<file path="src/rtl/tx_arb_if.sv">
// Bundle between the round-robin transmit arbiter and its requesters/transmitter.
// master is the arbiter side; slave is the requester/transmitter side.
interface tx_arb_if;
    localparam int unsigned N_REQ  = 4;
    localparam int unsigned W_DATA = 16;

    logic [N_REQ-1:0]        req;
    logic [N_REQ*W_DATA-1:0] req_data;
    logic [N_REQ-1:0]        gnt;
    logic [N_REQ-1:0]        done;
    logic                    err;
    logic                    busy;
    logic                    trmt;
    logic [W_DATA-1:0]       tx_data;
    logic                    tx_done;

    modport master (
        input  req, req_data, tx_done,
        output gnt, done, err, busy, trmt, tx_data
    );

    modport slave (
        output req, req_data, tx_done,
        input  gnt, done, err, busy, trmt, tx_data
    );
endinterface

</file>
<file path="src/rtl/tx_arb.sv">
// Four-way round-robin arbiter feeding one 16-bit transmitter, with a per-word
// completion timeout and a programmable idle gap between words.
module tx_arb #(
    parameter int unsigned GAP_CYC     = 2,
    parameter int unsigned TIMEOUT_CYC = 1024
) (
    input  logic     clk,
    input  logic     rst,
    tx_arb_if.master bus
);
    localparam int unsigned N_REQ   = 4;
    localparam int unsigned W_PTR   = 2;
    localparam int unsigned W_DATA  = 16;
    localparam int unsigned W_TIMER = 16;
    localparam int unsigned W_GAP   = 4;

    localparam logic [W_TIMER-1:0] TIMER_LAST = W_TIMER'(TIMEOUT_CYC - 1);
    localparam logic [W_GAP-1:0]   GAP_LAST   = W_GAP'((GAP_CYC > 0) ? GAP_CYC - 1 : 0);

    typedef enum logic [1:0] {
        IDLE = 2'd0,
        WAIT = 2'd1,
        GAP  = 2'd2
    } state_t;

    state_t              state;
    logic [W_PTR-1:0]    ptr;
    logic [W_PTR-1:0]    owner;
    logic [W_TIMER-1:0]  timer;
    logic [W_GAP-1:0]    gap_cnt;

    logic [N_REQ-1:0]    gnt_q;
    logic [N_REQ-1:0]    done_q;
    logic                err_q;
    logic                busy_q;
    logic                trmt_q;
    logic [W_DATA-1:0]   tx_data_q;

    logic                win_valid;
    logic [W_PTR-1:0]    win;
    logic [W_PTR-1:0]    idx;

    // Rotating priority search: scanning offsets high-to-low leaves the
    // requester closest to ptr as the winner.
    always_comb begin
        win_valid = 1'b0;
        win       = ptr;
        idx       = '0;
        for (int i = N_REQ - 1; i >= 0; i--) begin
            idx = ptr + W_PTR'(i);
            if (bus.req[idx]) begin
                win_valid = 1'b1;
                win       = idx;
            end
        end
    end

    // Arbiter FSM with all outputs registered.
    always_ff @(posedge clk) begin
        if (rst) begin
            state     <= IDLE;
            ptr       <= '0;
            owner     <= '0;
            timer     <= '0;
            gap_cnt   <= '0;
            tx_data_q <= '0;
            gnt_q     <= '0;
            done_q    <= '0;
            err_q     <= 1'b0;
            trmt_q    <= 1'b0;
            busy_q    <= 1'b0;
        end else begin
            gnt_q  <= '0;
            done_q <= '0;
            err_q  <= 1'b0;
            trmt_q <= 1'b0;

            case (state)
                IDLE: begin
                    if (win_valid) begin
                        tx_data_q <= bus.req_data[W_DATA*win +: W_DATA];
                        owner     <= win;
                        gnt_q     <= N_REQ'(1) << win;
                        trmt_q    <= 1'b1;
                        timer     <= '0;
                        busy_q    <= 1'b1;
                        state     <= WAIT;
                    end
                end

                WAIT: begin
                    if (timer != '1) begin
                        timer <= timer + W_TIMER'(1);
                    end
                    // tx_done in the trmt cycle belongs to an earlier word.
                    if ((bus.tx_done && !trmt_q) || (timer == TIMER_LAST)) begin
                        if (bus.tx_done && !trmt_q) begin
                            done_q <= N_REQ'(1) << owner;
                        end else begin
                            err_q <= 1'b1;
                        end
                        ptr     <= owner + W_PTR'(1);
                        gap_cnt <= '0;
                        if (GAP_CYC == 0) begin
                            state  <= IDLE;
                            busy_q <= 1'b0;
                        end else begin
                            state <= GAP;
                        end
                    end
                end

                GAP: begin
                    if (gap_cnt == GAP_LAST) begin
                        state  <= IDLE;
                        busy_q <= 1'b0;
                    end else begin
                        gap_cnt <= gap_cnt + W_GAP'(1);
                    end
                end

                default: begin
                    state  <= IDLE;
                    busy_q <= 1'b0;
                end
            endcase
        end
    end

    assign bus.gnt     = gnt_q;
    assign bus.done    = done_q;
    assign bus.err     = err_q;
    assign bus.busy    = busy_q;
    assign bus.trmt    = trmt_q;
    assign bus.tx_data = tx_data_q;

    // Single outstanding grant and single completion at a time.
    a_gnt_onehot: assert property (@(posedge clk) disable iff (rst) $onehot0(gnt_q));
    a_done_onehot: assert property (@(posedge clk) disable iff (rst) $onehot0(done_q));
endmodule

</file>
<file path="src/flat_wrapper.sv">
// flat-port wrapper written by rule: the top's interface ports become plain ports
module tx_arb_flat 
#(
    parameter int unsigned GAP_CYC     = 2,
    parameter int unsigned TIMEOUT_CYC = 1024
)
  (clk, rst, bus_req, bus_req_data, bus_tx_done, bus_gnt, bus_done, bus_err, bus_busy, bus_trmt, bus_tx_data);
  tx_arb_if bus_i ();
  input  logic clk;
  input  logic rst;
  input wire logic [$bits(bus_i.req)-1:0] bus_req;
  input wire logic [$bits(bus_i.req_data)-1:0] bus_req_data;
  input wire logic [$bits(bus_i.tx_done)-1:0] bus_tx_done;
  output wire logic [$bits(bus_i.gnt)-1:0] bus_gnt;
  output wire logic [$bits(bus_i.done)-1:0] bus_done;
  output wire logic [$bits(bus_i.err)-1:0] bus_err;
  output wire logic [$bits(bus_i.busy)-1:0] bus_busy;
  output wire logic [$bits(bus_i.trmt)-1:0] bus_trmt;
  output wire logic [$bits(bus_i.tx_data)-1:0] bus_tx_data;
  assign bus_i.req = bus_req;
  assign bus_i.req_data = bus_req_data;
  assign bus_i.tx_done = bus_tx_done;
  assign bus_gnt = bus_i.gnt;
  assign bus_done = bus_i.done;
  assign bus_err = bus_i.err;
  assign bus_busy = bus_i.busy;
  assign bus_trmt = bus_i.trmt;
  assign bus_tx_data = bus_i.tx_data;
  tx_arb #(.GAP_CYC(GAP_CYC), .TIMEOUT_CYC(TIMEOUT_CYC)) u_core (.clk(clk), .rst(rst), .bus(bus_i));
endmodule
</file>
<file path="config.mk">
export PLATFORM = sky130hd
export DESIGN_NAME = tx_arb_flat
export DESIGN_NICKNAME = d
export VERILOG_FILES = /design/src/rtl/tx_arb_if.sv /design/src/rtl/tx_arb.sv /design/src/flat_wrapper.sv
export SDC_FILE = /design/constraint.sdc
export NUM_CORES = 1
export LEC_CHECK = 0
export ABC_AREA = 1
export BUFFER_PORTS_ARGS = -buffer_cell sky130_fd_sc_hd__buf_2
export CORE_AREA = 5 5 90 92
export DETAILED_ROUTE_END_ITERATION = 6
export DIE_AREA = 0 0 95 97
export PLACE_DENSITY = 0.7
export SETUP_SLACK_MARGIN = 0.1
export SYNTH_ARGS = -nofsm -noshare
export SYNTH_HDL_FRONTEND = slang
export SYNTH_SLANG_ARGS = --single-unit
</file>
<file path="constraint.sdc">
create_clock -name clk -period 2.3 [get_ports clk]
set_input_delay 0.46 -clock clk [delete_from_list [all_inputs] [get_ports clk]]
set_output_delay 0.46 -clock clk [all_outputs]
set_load 0.01 [all_outputs]
</file>
Word-level counts from Yosys, hierarchy flattened:

Cells that the tools add are included.

* flip-flop bits (word level): 53
* latch bits: 0
* RAM bits: 0
* memory bits (read-only): 0
* input port bits: 71
* output and inout port bits: 27
* logic and storage cells: 86
* memories kept: 0

* $add $sub $neg: 6
* $mul: 0
* divide/modulo/power cells: 0
* $lt $le $gt $ge: 4
* equality and inequality tests: 10
* shift-type cells: 3
* multiplexer cells: 31
* bitwise operators: 5
* reductions and logical operators: 16

Operators by type and width (number)
* 64-bit by 7-bit variable part select with 16-bit output: 1
* 16-bit 2-to-1 mux: 2
* 16-bit case mux with 2 select lines: 1
* 16-bit by 1-bit adder with 16-bit output, second input constant: 1
* 16-bit by 10-bit == test with 1-bit output, second input constant: 1
* 16-bit inequality test, second input constant: 1
* 2-bit 2-to-1 mux: 7
* 2-bit by 3-bit less-than comparator with 1-bit output, second input constant: 4
* 1-bit 2-to-1 mux: 12
* 3-bit AND reduction: 4
* 1-bit binary-select mux with 2-bit select: 4
* 4-bit 2-to-1 mux: 2
* 2-bit by 1-bit inequality test with 1-bit output, second input constant: 4
* 4-bit case mux with 2 select lines: 1
* 1-bit by 2-bit << shifter with 4-bit output, first input constant: 2
* 2-bit case mux with 3 select lines: 1
* 3-bit OR reduction: 2
* 1-bit inverter: 5
* 2-bit by 1-bit adder with 2-bit output, second input constant: 2
* 2-bit adder, second input constant: 2
* 4-bit by 1-bit adder with 4-bit output, second input constant: 1
* 4-bit by 1-bit == test with 1-bit output, second input constant: 1
* 2-bit AND reduction: 2
* 2-bit nonzero test: 2
* other kinds (10): 10

Longest topological paths before layout:

* word-level depth: 9
* depth in mapped cells: 16
* gate-level depth less buffers: 14

Worst setup path after synthesis:

No wires, ideal clock.

* kind: reg-to-reg
* from: register u_core.timer[0]
* to: register u_core.timer[14]
* library setup time: 132 ps
* data arrival time: 1696 ps
* required time: 2168 ps
* setup slack: 472 ps
* stages on the path, launching flop included: 10
* buffers on the path: 1
* period minus slack after synthesis: 1828 ps
* cells stage by stage: dfxtp_1 ha_1 inv_1 nor3_1 a41oi_1 nand2_4 inv_2 buf_6 nand2_1 a21oi_1

* word-level cells in the longest chain between the ends: 3
* elaborated cells on any way between the ends: 6
* those cells by class: add/sub (1); eq/ne (2); mux (2); reduce/logical (1)

Ends and longest elaborated chain
* from (decl): RTL line tx_arb.sv:29 `logic [W_TIMER-1:0] timer;`
* from (signal assigned): RTL line tx_arb.sv:93 `timer <= timer + W_TIMER'(1);`
* 16-bit by 1-bit adder with 16-bit output or 16-bit inequality test (tied branches): RTL line tx_arb.sv:93, tx_arb.sv:92
* 16-bit 2-to-1 mux or 2-bit by 1-bit inequality test with 1-bit output (tied branches)
* 16-bit case mux with 2 select lines or 3-bit AND reduction (tied branches)

Several ways; a longest one is shown, not always the timed one. The select of a mux whose other input is x is not followed.
A chain may end at the register's enable or synchronous reset.

Worst setup path in the final report:

* from: register u_core.ptr[1]
* to: register u_core.timer[12]

* word-level cells in the longest chain between the ends: 9
* elaborated cells on any way between the ends: 17
* those cells by class: add/sub (3); eq/ne (1); mux (12); reduce/logical (1)

Ends and longest elaborated chain
* from (decl): RTL line tx_arb.sv:27 `logic [W_PTR-1:0] ptr;`
* from (signal assigned): RTL line tx_arb.sv:102 `ptr <= owner + W_PTR'(1);`
* 2-bit adder: RTL line tx_arb.sv:50 `idx = ptr + W_PTR'(i);`
* 1-bit binary-select mux with 2-bit select: RTL line tx_arb.sv:51 `if (bus.req[idx]) begin`
* 1-bit 2-to-1 mux (not written as such): RTL line tx_arb.sv:51
* 1-bit 2-to-1 mux (3 in series): RTL line tx_arb.sv:51
* 1-bit 2-to-1 mux *: RTL line tx_arb.sv:51
* 2-bit by 1-bit inequality test with 1-bit output (no source line) *
* 3-bit AND reduction (no source line) *

Every way passes the cells marked *; elsewhere a longest branch is shown, timed or not. The select of a mux whose other input is x is not followed.

==> flow_summary.toml <==
[floorplanning]
core_sq_um = 7140
fp.dieH_um = 97
io_pins = 98
num_rows = 31
dieArea_sq_um = 9220
initial_core_util_pct = 44.1
die-width_um = 95

[clock_tree]
cts_max_level = 2
cts_buffers = 5
root_buffer = "clkbuf_8"
holdBufCountCts = 0
cts_tree = "done"
clk_latency_ns = 0.31
postCtsSetupRepairBufs = 0
clock_path_buffers = 2
cts_sinks = 53
clk_pin_slew_ns = 0.09

[timing]
finalSetupTns_ns = 0
setup_violations = 0
skew_ns = 0.0111
rsz0062_at_grt = "no"
max_freq_mhz = 510
layout_worst_path_cycle_share_pct = 85.2
fin_crit_ns = 1.96
hold_viol = 0
slew_viol_final = 0
worst_slack_ns = 0.340
tightest_slew_ns = 0.531
slew_headroom_pct = 64.2

[global_route]
grt_pass1_wl_um = 14600
gr-total-overflow = 0
grt_usage_pct = 19.0
first_global_vias = 3265
grt_max_degree = 37
antenna_found_initial = 0

[synth]
synth_top_family_by_area = "simple AND/OR/NAND/NOR gates"
yosysTopAreaCellShare_pct = 33.7
synthAdderAreaFrac_pct = 2.38
synth-xor-area-share_pct = 3.89
synth_compound_area_share_pct = 5.40
synth_simple_gate_area_share_pct = 45.8
syn_area_per_cell_sq_um = 6.44
yosysTopAreaCell = "dfxtp_1"
muxShareOfSynthArea_pct = 0
ys_ff_latch = 53
synth.cell_area_sq_um = 3150
syn_inst = 489
synthDistinctLibCells = 32
synth_seq_area_share_pct = 33.7
syn_nets = 566
netlist_top_cells_area = "dfxtp_1, nand2_1, nand3_1"
yosysWarnings = 0

[routing]
wl_um = 8750
vias = 3450
first_iter_violations = 209
drc_errors = 0
via_per_inst = 5.06
first_pass_iters = 5
routedWlPerCell_um = 12.8
ant_nets = 0

[final_layout]
final_cell_mix = "nand2_1, nand3_1, buf_2"
diodes = 0
drive_gt1_share_pct = 23.5
final_common_cell = "nand2_1"
num-nets-final = 659
area_growth_pct = 20.8

[power]
finalPower_mw = 3.80
p_leak_nw = 1.80
cellPowerDensity_nw_per_um2 = 999
peakVddDrop_mv = 0.540

[worst_hold_path]
hold_path.class = "flop to flop"

[status]
status = "finished clean"

[job]
cap_violations = 0

[place]
pre_cts_slack_ns = 0.288
port_buffers = 97
routabilityCongestion = 0.897
hpwl_um = 6520

[setup_path]
endpoint_kind = "flop"
crit_required_ns = 2.54
worstSetupPathType = "flop to flop"
cp_max_fo = 13
crit_path_start_kind = "flop"
critPathArrivalTime_ns = 2.20
-- synthesized netlist by cell type --
cell      instances
a21oi_1          23
a41oi_1           1
buf_2             8
buf_4             5
buf_6             1
buf_8             1
clkbuf_1          5
clkinv_1          2
dfxtp_1          53
ha_1              6
inv_1            32
inv_2             6
inv_4             1
nand2_1         151
nand2_2           6
nand2_4           2
nand3_1         103
nand3_2           2
nand4_1           5
nand4_2           1
nor2_1           35
nor2_2            2
nor2_4            1
nor3_1            8
nor3_2            1
nor4_1            4
o21ai_0           7
o21ai_1           1
o22ai_1           1
or2_2             1
xnor2_1           2
xor2_1           12
-- sequential cells by signal (all words and copies together) (netlist names) --
register and count:
u_core.bus.busy 1, u_core.bus.trmt 1, u_core.ptr 2, u_core.bus.tx_data 16, u_core.bus.done 4, u_core.state 2
u_core.bus.gnt 4, u_core.owner 2, u_core.bus.err 1, u_core.gap_cnt 4, u_core.timer 16
-- layer usage --
layer	global-route usage, %	wire [um]
met5	0	0
met1	23.9	3810
met4	5.44	146
met2	32.5	4240
met3	3.65	554
-- path summary, 6_finish.rpt --
| kind | slack (ns) | end | depth (start not counted) | start |
|---|---|---|---|---|
| worst max-delay path | 0.34 | u_core.timer[12] | 13 | u_core.ptr[1] |
| worst min-delay path | 0.45 | u_core.bus.tx_data[6] | 2 | u_core.bus.tx_data[6] |
| worst max register to register | 0.34 | u_core.timer[12] | 13 | u_core.ptr[1] |
| worst min register to register | 0.45 | u_core.bus.tx_data[6] | 2 | u_core.bus.tx_data[6] |
-- area by class of cell --
class | count | area (sq um)
Tap cell | 99 | 124
Fill cell | 739 | 3330
Multi-Input combinational cell | 375 | 1810
Clock buffer | 6 | 72.6
Clock inverter | 2 | 13.8
Timing Repair Buffer | 106 | 566
Sequential cell | 53 | 1060
Inverter | 41 | 156
-- power breakdown --
part / leakage [nW] / internal [mW] / switching [mW]
logic: 1.32 / 0.705 / 1.36
clock network: 0.0456 / 0.218 / 0.309
registers: 0.433 / 1.10 / 0.107
total: 1.80 / 2.02 / 1.78
-- kinds of logic (layout without fill, tap and decap cells) --
logic type,after synthesis,count (layout)
xor gates and xnor gates,14,14
and+or+nand+nor,322,322
AOI/OAI and AO/OA,33,33
DFF,53,53
adders and majority gates,6,6
buffers and inverters,61,155
-- metrics by stage --
| stage | cells | cell area [sq um] | hold slack (ns) | utilization (%) |
|---|---|---|---|---|
| global route | 682 | 3800 | 0.476 | 53.3 |
| floorplan | 489 | 3150 | 0.421 | - |
| detailed placement | 674 | 3720 | 0.434 | 52.1 |
| CTS | 682 | 3800 | 0.454 | 53.3 |
| global placement | 674 | 3720 | 0.431 | 52.1 |
| finish | 682 | 3800 | 0.452 | 53.3 |
-- what timing repair did --
| action | CTS | global route |
|---|---|---|
| hold endpoints to repair | 0 | 0 |
| resized for setup | 0 | 1 |
| setup endpoints to repair | 0 | 21 |
-- worst max-delay path: stages (launching register included) --
cell and delay (ns):
dfxtp_1 0.47, inv_2 0.10, nand2_1 0.07, nand2_1 0.07, nand2_1 0.10, nand2_1 0.08
inv_2 0.06, nand2_2 0.07, nor3_2 0.19, nand2_1 0.15, nand2_4 0.16, buf_4 0.18
nand2_1 0.05, a21oi_1 0.14
(Power assumes the default switching activity.)
